### src/rtl/regfile_dump_reader.sv
// Walks a 2-read-port register file pair by pair and streams every register
// out as (index, data) words over a valid/ready interface.
module regfile_dump_reader #(
   parameter int NUM_REGS = 32,
   parameter int ADDR_W   = 5,
   parameter int DATA_W   = 32
) (
   input  logic              clk,
   input  logic              resetN,
   input  logic              start,
   input  logic              abort,
   output logic              busy,
   output logic              done,
   output logic [ADDR_W-1:0] rdReg1,
   input  logic [DATA_W-1:0] rdData1,
   output logic [ADDR_W-1:0] rdReg2,
   input  logic [DATA_W-1:0] rdData2,
   output logic              outValid,
   input  logic              outReady,
   output logic [ADDR_W-1:0] outReg,
   output logic [DATA_W-1:0] outData,
   output logic              outLast
);

   // state  | meaning
   // IDLE   | waiting for start, read ports parked on pair (0,1)
   // READ   | read ports on (idx, idx+1); both words snapshotted on this edge
   // SEND_A | offering word idx (even register)
   // SEND_B | offering word idx+1 (odd register)
   // DONE   | one-cycle done pulse, then back to IDLE
   typedef enum logic [2:0] {
      S_IDLE,
      S_READ,
      S_SEND_A,
      S_SEND_B,
      S_DONE
   } state_t;

   localparam logic [ADDR_W-1:0] IDX_ONE  = ADDR_W'(1);
   localparam logic [ADDR_W-1:0] IDX_TWO  = ADDR_W'(2);
   localparam logic [ADDR_W-1:0] LAST_IDX = ADDR_W'(NUM_REGS - 1);

   state_t              state_q, state_d;
   logic [ADDR_W-1:0]   idx_q, idx_d;
   logic [DATA_W-1:0]   hold_b_q, hold_b_d;
   logic [ADDR_W-1:0]   out_reg_q, out_reg_d;
   logic [DATA_W-1:0]   out_data_q, out_data_d;
   logic                out_last_q, out_last_d;
   logic [ADDR_W-1:0]   rd_reg1_q, rd_reg1_d;
   logic [ADDR_W-1:0]   rd_reg2_q, rd_reg2_d;

   always_ff @(posedge clk or negedge resetN) begin
      if (!resetN) begin
         state_q    <= S_IDLE;
         idx_q      <= '0;
         hold_b_q   <= '0;
         out_reg_q  <= '0;
         out_data_q <= '0;
         out_last_q <= 1'b0;
         rd_reg1_q  <= '0;
         rd_reg2_q  <= '0;
      end else begin
         state_q    <= state_d;
         idx_q      <= idx_d;
         hold_b_q   <= hold_b_d;
         out_reg_q  <= out_reg_d;
         out_data_q <= out_data_d;
         out_last_q <= out_last_d;
         rd_reg1_q  <= rd_reg1_d;
         rd_reg2_q  <= rd_reg2_d;
      end
   end

   // The even word goes straight into the output register, so it doubles as
   // the first holding register; only the odd word needs its own.
   always_comb begin
      state_d    = state_q;
      idx_d      = idx_q;
      hold_b_d   = hold_b_q;
      out_reg_d  = out_reg_q;
      out_data_d = out_data_q;
      out_last_d = out_last_q;
      case (state_q)
         S_IDLE: begin
            if (start) begin
               idx_d   = '0;
               state_d = S_READ;
            end
         end
         S_READ: begin
            hold_b_d   = rdData2;
            out_reg_d  = idx_q;
            out_data_d = rdData1;
            out_last_d = 1'b0;
            state_d    = S_SEND_A;
         end
         S_SEND_A: begin
            if (outReady) begin
               out_reg_d  = idx_q + IDX_ONE;
               out_data_d = hold_b_q;
               out_last_d = ((idx_q + IDX_ONE) == LAST_IDX);
               state_d    = S_SEND_B;
            end
         end
         S_SEND_B: begin
            if (outReady) begin
               if (out_last_q) begin
                  state_d = S_DONE;
               end else begin
                  idx_d   = idx_q + IDX_TWO;
                  state_d = S_READ;
               end
            end
         end
         S_DONE:  state_d = S_IDLE;
         default: state_d = S_IDLE;
      endcase
      // Abort wins over an acceptance on the same edge.
      if (abort && (state_q != S_IDLE)) begin
         state_d = S_IDLE;
      end
   end

   // Read ports track the next pair so they are already settled in READ.
   always_comb begin
      if (state_d == S_IDLE) begin
         rd_reg1_d = '0;
         rd_reg2_d = IDX_ONE;
      end else begin
         rd_reg1_d = idx_d;
         rd_reg2_d = idx_d + IDX_ONE;
      end
   end

   always_comb begin
      busy     = 1'b0;
      done     = 1'b0;
      outValid = 1'b0;
      case (state_q)
         S_IDLE:   busy = 1'b0;
         S_READ:   busy = 1'b1;
         S_SEND_A: begin
            busy     = 1'b1;
            outValid = 1'b1;
         end
         S_SEND_B: begin
            busy     = 1'b1;
            outValid = 1'b1;
         end
         S_DONE: begin
            busy = 1'b1;
            done = 1'b1;
         end
         default: busy = 1'b0;
      endcase
   end

   assign rdReg1  = rd_reg1_q;
   assign rdReg2  = rd_reg2_q;
   assign outReg  = out_reg_q;
   assign outData = out_data_q;
   assign outLast = out_last_q;

endmodule

### config.mk
export PLATFORM = sky130hd
export DESIGN_NAME = regfile_dump_reader
export DESIGN_NICKNAME = d
export VERILOG_FILES = /design/src/rtl/regfile_dump_reader.sv
export SDC_FILE = /design/constraint.sdc
export NUM_CORES = 1
export LEC_CHECK = 0
export CAP_MARGIN = 20
export CORE_ASPECT_RATIO = 0.75
export CORE_MARGIN = 3
export CORE_UTILIZATION = 50
export DETAILED_ROUTE_END_ITERATION = 10
export GPL_TIMING_DRIVEN = 1
export PLACE_DENSITY = 0.89
export SETUP_SLACK_MARGIN = 0.15
export SYNTH_ARGS = -nofsm -noshare
export SYNTH_HDL_FRONTEND = slang
export SYNTH_SLANG_ARGS = --single-unit
### constraint.sdc
create_clock -name clk -period 4.38 [get_ports clk]
set_input_delay 0.657 -clock clk [delete_from_list [all_inputs] [get_ports clk]]
set_output_delay 0.657 -clock clk [all_outputs]
set_load 0.01 [all_outputs]
* Word level (Yosys, flattened, before mapping) *
Index checks and enable logic that the tools add are counted.

word-level totals
  flip-flop bits (word level) = 88
  logic and storage cells = 46

operators by class
  add/subtract/negate cells = 3
  equal/unequal tests = 6
  muxes and demuxes = 21
  reductions and logical operators = 8

operators by type and width
  kind                                                             count
  32-bit one-hot mux with 2 select lines                           1
  32-bit 2-to-1 mux                                                1
  5-bit 2-to-1 mux                                                 6
  5-bit one-hot mux with 2 select lines                            2
  3-bit 2-to-1 mux                                                 5
  3-bit one-hot mux with 4 select lines                            1
  5-bit by 1-bit adder with 5-bit output, second input constant    2
  3-bit by 2-bit == test with 1-bit output, second input constant  2
  3-bit logical NOT                                                2
  5-bit by 2-bit adder with 5-bit output, second input constant    1
  5-bit == test, second input constant                             1
  1-bit 2-to-1 mux                                                 4
  4-bit OR reduction                                               1
  3-bit by 1-bit == test with 1-bit output, second input constant  1
  3-bit == test, second input constant                             1
  3-bit nonzero test                                               1
  2-bit != test, second input constant                             1
  1-bit one-hot mux with 2 select lines                            1
  2-bit AND reduction                                              1
  2-bit nonzero test                                               1
  2-bit OR reduction                                               1
  1-bit logical AND                                                1

* Depth between registers and ports, before layout *
Gate-level depths: netlist of the first run.

  depth in word-level cells = 6
  gate-level depth with buffers = 9
  gate-level depth less buffers = 6

* Worst setup path before layout of the first run *
OpenSTA, ideal clock, no wires.

  path type = in2reg
  start point = in start
  end point = reg rd_reg2_q[4] (netlist: rdReg2[4])
  arrival time = 2,071 ps
  setup slack = 2,229 ps
  stages on the path = 6
  cell sequence = or4b_4 a21boi_4 mux2_2 ha_1 and4_4 nor3_2

on the way
  elaborated cells between the ends (all ways) = 8
  those cells by class = add/sub: 1; mux: 6; reduce/logical: 1

RTL lines
  item                                    line  text
  from (decl)                             10    input logic start,
  5-bit 2-to-1 mux                        85    if (start) begin
  5-bit one-hot mux with 2 select lines   83    case (state_q)
  named net idx_d[1]                      44    logic [ADDR_W-1:0] idx_q, idx_d;
  5-bit by 1-bit adder with 5-bit output  131   rd_reg2_d = idx_d + IDX_ONE;
  5-bit 2-to-1 mux                        126   if (state_d == S_IDLE) begin
  named net rd_reg2_d[4]                  50    logic [ADDR_W-1:0] rd_reg2_q, rd_reg2_d;
  to (signal assigned)                    70    rd_reg2_q <= rd_reg2_d;
  to (decl)                               50

The timed path passes the listed nets, and every way through them passes these cells.
A chain may end at the register's enable or synchronous reset.

* Final worst setup path of the first run *
  start point = reg state_q[1]
  end point = out busy

on the way
  word-level cells in the longest chain between the ends = 3
  elaborated cells between the ends (all ways) = 6
  those cells by class = eq/ne: 4; mux: 1; reduce/logical: 1

ends and longest elaborated chain
  item                                                                    line  text
  from (decl)                                                             43    state_t state_q, state_d;
  from (signal assigned)                                                  63    state_q <= state_d;
  3-bit by 2-bit == test with 1-bit output, or another cell as far along  139   case (state_q)
  4-bit OR reduction (no source line) (*)                                 n/a
  1-bit 2-to-1 mux (*)                                                    139
  to (decl)                                                               12    output logic busy,

Every way passes the cells marked *; elsewhere a longest branch is shown, timed or not.

==> results of run 1 <==
per-layer routing:
layer,track usage (%),routed length (um)
met1,25.4,3740
met2,32.2,4010
met3,8.33,753
met4,4.98,72
met5,0,0
worst register-to-register path: cells and delay by family, from the launching register on:
| family | cells | cell delay [ps] |
|---|---|---|
| buffers and inverters | 2 | 750 |
| DFF | 1 | 620 |
| and+or+nand+nor | 1 | 70 |
| AOI/OAI and AO/OA | 3 | 940 |
power groups by stage:
stage / Combinational (mW) / Sequential [mW] / Clock [mW]
detailed placement: 1.02 / 1.31 / 0
CTS: 1.03 / 1.30 / 0.503
global placement: 0.988 / 1.29 / 0
floorplan: 0.443 / 1.35 / 0
finish: 1.01 / 1.30 / 0.490
global route: 1.10 / 1.34 / 0.539
final cells by class:
class                           count  area [sq um]
Sequential cell                    88          2200
Fill cell                         535          2120
Multi-Input combinational cell    201          1550
Timing Repair Buffer              123          1220
Clock buffer                       12           145
Tap cell                          101           126
Clock inverter                      3          18.8
Inverter                            5          18.8
cell usage in the layout (no fill, tap or decap), types with 4 or more instances in the layout:
master	synthesis	final
clkdlybuf4s50_1	0	118
dfrtp_1	88	88
nand2_1	41	41
o21ai_0	37	37
mux2i_1	34	34
mux2_2	33	33
clkbuf_8	0	10
nor2_1	6	6
inv_1	5	5
xor2_1	5	5
buf_4	1	5
nand4_1	4	4
ha_1	4	4
stage by stage:
step                      power, mW  hold slack (ps)
after global routing           2.98              363
after floorplan                1.79              361
after detailed placement       2.34              471
final                          2.79              331
after CTS                      2.83              342
after global placement         2.28              461
logic make-up after synthesis:
| logic type | synth area share, % |
|---|---|
| buf+inv | 3.09 |
| fa+ha+maj | 1.30 |
| simple gates | 9.23 |
| mux | 18.5 |
| xor+xnor | 1.82 |
| flops | 57.2 |
| compound gates | 8.84 |
path summary, 6_finish.rpt:
kind,start,endpoint,cells past startpoint
max in group asynchronous,resetN,outData[0]$_DFFE_PN0P_,2
worst min register to register,outData[27]$_DFFE_PN0P_,outData[27]$_DFFE_PN0P_,2
worst min-delay path,resetN,hold_b_q[20]$_DFFE_PN0P_,1
worst max-delay path,state_q[1]$_DFF_PN0_,busy,3
min in group clk,outData[27]$_DFFE_PN0P_,outData[27]$_DFFE_PN0P_,2
worst max register to register,state_q[2]$_DFF_PN0_,outReg[1]$_DFFE_PN0P_,6
state kept, by name (all words and copies together) (netlist names):
name / flops
hold_b_q: 32
rdReg2: 5
outReg: 5
state_q: 3
outData: 32
outLast: 1
idx_q: 5
rdReg1: 5
==> impl_metrics.ini, run 1 <==
[sta]
finalHoldViolCount = 0
rsz0062_at_grt = false
tightestPinTransition_ps = 779
relSlewSlack_pct = 48.0
period_share_pct = 58.6
setup-tns-final_ps = 0
slew_violations = 0
min_period_ps = 2570
fmaxAchievable_mhz = 390
worst_slack_ps = 1810
finalSetupViolations = 0
finalClockSkew_ps = 11.9

[detailed_routing]
routed_wl_um = 8570
via_per_inst = 5.28
drc = 0
wire_per_inst_um = 16.1
dr_total_vias = 2816
ant_nets = 0
drt_iter0_drc = 79
dr.pass1.iters = 4

[job]
max_cap_viol_count = 0

[critical_path]
crit_chain = nor2_1, xnor2_1, clkdlybuf4s50_1
cp_num_buf_inv = 1
startpoint_type = flip-flop
cp_slowest_stage_delay_ps = 550
crit_required_ps = 3720
cp_slowest_cell = clkdlybuf4s50_1
worstSetupPathType = reg -> out
ff2ff_setup_slack_ps = 1870
path_max_fanout = 8
crit_family = buffers and inverters
end_kind = output pin
arrival_ps = 1910

[logic_synthesis]
yosysTopAreaCell = dfrtp_1
ys.flop_type = dfrtp_1
mappedNetlistArea_sq_um = 3850
ys_ff_latch = 88
ys_types = 42
ys_top_cells_by_area = dfrtp_1 (57%), mux2_2 (9.7%), mux2i_1 (8.8%), o21ai_0 (4.8%), nand2_1 (4.0%)
synth_common_cells = dfrtp_1 (88), nand2_1 (41), o21ai_0 (37)
ys_warn_count = 0
post-synth-top-count-cell = dfrtp_1
synth_seq_area_share_pct = 57.2
synth_edf_count = 0
syn_avg_cell_area_sq_um = 12.3
async_flop_share_pct = 100
synth_top_area_share_pct = 57.2
synth_cells = 313
syn_nets = 386

[global_route]
grt.total_usage_pct = 20.0
grt_first_pass_wirelength_um = 13700
antenna_found_initial = 0
grt_start_max_net_pins = 53
grt-ovfl-total = 0
grt_pass1_vias = 2779

[placement]
place_inst = 518
dp_slack_ps = 1640
gp_congestion = 0.811
port_buffers = 119
hpwl_um = 6130
place_area_sq_um = 5120

[clock_tree]
cts_resized = 0
insertion_delay_ps = 350
post_cts.repair.setup_buffers = 0
ctsLongestPathBuffers = 2
cts_tree = done
cts_hold_buf = 0
htreeDepth = 3
cts_sinks = 88
path_clk_slew_ps = 90
cts_buffers = 9
cts.root.buffer_cell = clkbuf_8

[final_layout]
final_area_sq_um = 5280
fin_nets = 501
diodes = 0
syn2layout_area_growth_pct = 37.3
fin_cells = 533
post_route_cells_drive_above_1_share_pct = 14.8
utilization_pct = 71.4

[floorplanning]
ios = 120
die_x_um = 107
start_util_pct = 52.0
dieArea_sq_um = 8800
fp.coreArea_sq_um = 7400
row_count = 27
die_y_um = 82.0

[worst_hold_path]
min_path_type = in -> async

[power_and_ir_drop]
vdd_drop_max_mv = 0.348
p_comb_share_pct = 36.1
p_int_mw = 1.92
power_density_nw_per_um2 = 529
switchingPower_mw = 0.877
switching_share_pct = 31.4
p_clk_share_pct = 17.5
leakage_nw = 2.22
seqPwrFrac_pct = 46.4

[outcome]
status = completed
(Power assumes the default switching activity.)
==> run 2, diff against run 1 <==
CORE_UTILIZATION = 42   (was 50)
PLACE_DENSITY = 0.8   (was 0.89)
clock period = 2.1 ns   (was 4.38 ns; I/O delays follow)
==> run 2 against run 1 <==
Effect of this change:
- clock power increased to 3.7 times the previous value
- utilization decreased by 5.6 points
- total power increased by 140%
- highest routed layer unchanged
- die area increased by 18%
- combinational power increased by 130%
- hold slack improved by 130 ps
==> impl_metrics.ini, run 2 (synthesis gave the netlist of run 1 again) <==
[outcome]
status = completed

[final_layout]
final_area_sq_um = 5710
fin_nets = 520
mostFrequentLayoutCells = clkdlybuf4s50_1 (115), dfrtp_1 (87), nand2_1 (41), o21ai_0 (37), mux2i_1 (34)
diodes = 0
multiInputGateArea_sq_um = 1590
syn2layout_area_growth_pct = 48.4
layout_commonest_cell = clkdlybuf4s50_1
fillers = 664
post_route_cells_drive_above_1_share_pct = 19.1
utilization_pct = 65.8
seq_area_sq_um = 2200

[placement]
port_buffers = 119
hpwl_um = 6320
gp_congestion = 0.832
place_area_sq_um = 5310

[power_and_ir_drop]
leakage_nw = 2.42
power_density_nw_per_um2 = 1190
report.power.total_mw = 6.77
vdd_drop_max_mv = 0.885

[critical_path]
startpoint_type = input port
cp-endpoint = rdReg2[4]$_DFF_PN0_
ff2ff_setup_slack_ps = 190
rr_startpoint = state_q[2]$_DFF_PN0_
cp_num_cells = 7
crit_family = simple AND/OR/NAND/NOR gates
reg2regPathDepth = 6
rr_endpoint = rdReg2[4]$_DFF_PN0_
path_max_fanout = 4
cp_num_buf_inv = 1
crit_required_ps = 2310
arrival_ps = 2130
cp_slowest_cell = clkdlybuf4s50_1
worstSetupPathType = in -> reg
worstSetupStartpoint = start
end_kind = flip-flop
crit_chain = clkdlybuf4s50_1, or4b_4, a21boi_4, mux2_4, ha_4, a31oi_1, nor3_2
cp_slowest_stage_delay_ps = 490

[sta]
min_period_ps = 1930
slew_violations = 0
final.hold.worst_slack_ps = 466
relSlewSlack_pct = 68.5
rsz0062_at_grt = true
finalHoldViolCount = 0
finalClockSkew_ps = 3.49
finalSetupViolations = 0
period_share_pct = 91.8
setup-tns-final_ps = 0
tightestPinTransition_ps = 473
fmaxAchievable_mhz = 519

[floorplanning]
row_count = 29
die_x_um = 117
ios = 120
fp.coreArea_sq_um = 8670
dieArea_sq_um = 10400
start_util_pct = 44.4
die_y_um = 88.9

[global_route]
grt_pass1_vias = 2941
antenna_found_initial = 0
grt.total_usage_pct = 18.5
grt_first_pass_wirelength_um = 14600
grt_start_max_net_pins = 55
grt-ovfl-total = 0

[detailed_routing]
dr_total_vias = 2857
via_per_inst = 5.11
ant_nets = 0
wire_per_inst_um = 16.1
drc = 0
drt_iter0_drc = 87
dr.pass1.iters = 4
routed_wl_um = 9000

[clock_tree]
path_clk_slew_ps = 60
cts_sinks = 88
cts_tree = done
htreeDepth = 3
insertion_delay_ps = 330
ctsLongestPathBuffers = 2
cts_buffers = 9
cts.root.buffer_cell = clkbuf_16

[job]
max_cap_viol_count = 0

[worst_hold_path]
min_path_type = in -> async
==> run 2: worst register-to-register path, stage by stage, from the launching register on <==
cell      delay (ps)
dfrtp_1          390
or4b_4           540
a21boi_4         160
mux2_4           280
ha_4             180
a31oi_1          170
nor3_2            60
==> run 2: where the power goes <==
| group | switching, mW | internal (mW) | leakage [nW] |
|---|---|---|---|
| logic | 0.952 | 1.33 | 1.17 |
| clock network | 0.620 | 1.19 | 0.163 |
| registers | 0.351 | 2.33 | 1.09 |
==> run 2: layout make-up <==
cell class / instances / share of cell area [%]
sequential: 88 / 38.6
timing repair buffer: 142 / 25.0
clock buffer: 12 / 4.32
inverter: 5 / 0.329
multi-input combinational: 201 / 27.8
tap: 108 / 2.37
clock inverter: 3 / 1.58
==> run 2: timing repair <==
item / CTS / global route
buffers inserted: 5 / 0
resized for setup: 5 / 4
hold endpoints to repair: 34 / 0
pin swaps: 1 / 1
hold buffers: 1 / 0
setup endpoints to repair: 4 / 2
==> run 2: how the worst min path moves through the flow <==
stage,from,end,slack (ps)
6_report,resetN,outData[18]$_DFFE_PN0P_,470
4_1_cts,resetN,outData[17]$_DFFE_PN0P_,480
3_5_place_dp,resetN,outData[18]$_DFFE_PN0P_,300
5_1_grt,resetN,outData[18]$_DFFE_PN0P_,510
2_1_floorplan,resetN,hold_b_q[0]$_DFFE_PN0P_,20
3_3_place_gp,resetN,outData[18]$_DFFE_PN0P_,300
==> run 2: routing by layer <==
metal	wire length [um]	GRT usage, %	vias up
li1	-	-	1367
met5	0	0	-
met1	4060	23.9	1371
met4	146	6.04	0
met2	4000	28.3	103
met3	795	7.92	16
==> run 2: per-stage QoR <==
step	std cells	setup WS, ps
finish	559	173
global route	559	150
CTS	559	197
detailed placement	538	-138
global placement	538	-134
floorplan	313	114
==> run 3, diff against run 2 <==
CORE_MARGIN = default   (was 3)
TNS_END_PERCENT = 5   (was default)
==> run 3 against run 2 <==
Effect of this change:
- sequential share of layout area increased by 0.37 points
- sequential cell count unchanged
- wire length decreased by 1.6%
- clock power decreased by 7%
- non-clock buffer count decreased by 1
- utilization decreased by 0.62 points
- count of clock-buffer cells in the layout increased by 1
- total power decreased by 1.9%
- hold slack got worse by 110 ps
- register-to-register slack got worse by 60 ps
==> impl_metrics.ini, run 3 (synthesis gave the netlist of run 1 again) <==
[outcome]
status = completed

[floorplanning]
row_count = 29
die_y_um = 84.9
ios = 120
start_util_pct = 44.4
dieArea_sq_um = 9550
die_x_um = 113
fp.coreArea_sq_um = 8670

[sta]
tightestPinTransition_ps = 395
min_period_ps = 1990
finalHoldViolCount = 0
rsz0062_at_grt = true
slew_violations = 0
period_share_pct = 94.6
finalClockSkew_ps = 5.84
finalSetupViolations = 0
fmaxAchievable_mhz = 504
worst_slack_ps = 114
relSlewSlack_pct = 72.9

[critical_path]
path_max_fanout = 8
reg2regPathDepth = 6
crit_required_ps = 1780
end_kind = output pin
worstSetupPathType = reg -> out
startpoint_type = flip-flop
rr_startpoint = state_q[1]$_DFF_PN0_
rr_endpoint = rdReg2[4]$_DFF_PN0_
arrival_ps = 1670
ff2ff_setup_slack_ps = 130

[power_and_ir_drop]
power_density_nw_per_um2 = 1180
p_clk_share_pct = 25.5
p_int_mw = 4.72
p_comb_share_pct = 34.1
switchingPower_mw = 1.92
seqPwrFrac_pct = 40.4
switching_share_pct = 28.9
leakage_nw = 2.41
vdd_drop_max_mv = 0.664

[worst_hold_path]
min_path_type = in -> async

[final_layout]
multiInputGateArea_sq_um = 1580
utilization_pct = 65.2
seq_area_sq_um = 2200
post_route_cells_drive_above_1_share_pct = 18.6
final_area_sq_um = 5660
mostFrequentLayoutCells = clkdlybuf4s50_1 (116), dfrtp_1 (87), nand2_1 (41), o21ai_0 (37), mux2i_1 (34)
layout_commonest_cell = clkdlybuf4s50_1
fin_nets = 519
diodes = 0
syn2layout_area_growth_pct = 47.0
fillers = 684

[placement]
port_buffers = 119
dp_slack_ps = -134
place_area_sq_um = 5310
hpwl_um = 6300
gp_congestion = 0.825

[detailed_routing]
wire_per_inst_um = 15.8
via_per_inst = 5.06
dr_total_vias = 2828
drt_iter0_drc = 64
drc = 0
dr.pass1.iters = 4
ant_nets = 0
routed_wl_um = 8850

[clock_tree]
htreeDepth = 3
path_clk_slew_ps = 60
ctsLongestPathBuffers = 2
cts_buffers = 9
cts_sinks = 88
cts_tree = done
insertion_delay_ps = 330
cts.root.buffer_cell = clkbuf_16

[global_route]
grt_pass1_vias = 2956
grt.total_usage_pct = 20.1
top_usage_layer = met2
grt-ovfl-total = 0
antenna_found_initial = 0
grtUsageMet2_pct = 31.3
grt_first_pass_wirelength_um = 14800
met3_usage_pct = 7.57
grt_start_max_net_pins = 47
use_met1_pct = 26.8

[job]
max_cap_viol_count = 0
==> run 3: worst max-delay path by stage <==
stage,startpoint,end,slack [ps],depth (start not counted)
after floorplan,state_q[2]$_DFF_PN0_,rdReg2[4]$_DFF_PN0_,110,7
after global placement,start,rdReg2[4]$_DFF_PN0_,-130,7
after detailed placement,start,rdReg2[4]$_DFF_PN0_,-130,7
after CTS,state_q[0]$_DFF_PN0_,done,50,4
after global routing,state_q[2]$_DFF_PN0_,outValid,30,3
final,state_q[1]$_DFF_PN0_,outValid,110,2
==> run 3: power groups by stage <==
stage          clock network [mW]  logic [mW]  registers, mW
3_5_place_dp                    0        2.28           2.71
2_1_floorplan                   0       0.930           2.81
6_report                     1.69        2.27           2.68
3_3_place_gp                    0        2.20           2.68
5_1_grt                      1.80        2.47           2.77
4_1_cts                      1.74        2.29           2.69
==> run 3: area by class of cell <==
class	instances	share of cell area (%)
clock inverters	3	1.15
inverters	5	0.332
well taps	108	2.39
multi-input cells	201	27.9
clock buffers	13	4.42
flip-flops and latches	88	39.0
repair buffers	141	24.9
==> run 3: worst max-delay path: stages (launching register included) <==
cell	delay [ps]
dfrtp_2	490
nor2b_4	280
clkdlybuf4s50_1	570
==> run 3: layer usage <==
| layer | vias up | share of wire, % |
|---|---|---|
| li1 | 1365 | - |
| met1 | 1362 | 46 |
| met2 | 94 | 46 |
| met3 | 7 | 7.7 |
| met4 | 0 | 0.94 |
| met5 | - | 0 |
==> run 3: timing repair <==
action	CTS	global route
endpoints found under the hold margin	10	0
resized for setup	3	1
hold buffers	1	0
pin swaps	0	1
setup buffers	0	2
setup endpoints to repair	4	24
==> run 3: stage by stage <==
stage / cells / TNS [ps] / hold slack (ps) / power, mW
4_1_cts: 557 / 0 / 347 / 6.72
3_3_place_gp: 540 / -366 / 167 / 4.88
5_1_grt: 559 / 0 / 365 / 7.04
3_5_place_dp: 540 / -332 / 169 / 4.99
2_1_floorplan: 313 / 0 / 19.4 / 3.74
6_report: 559 / 0 / 352 / 6.65
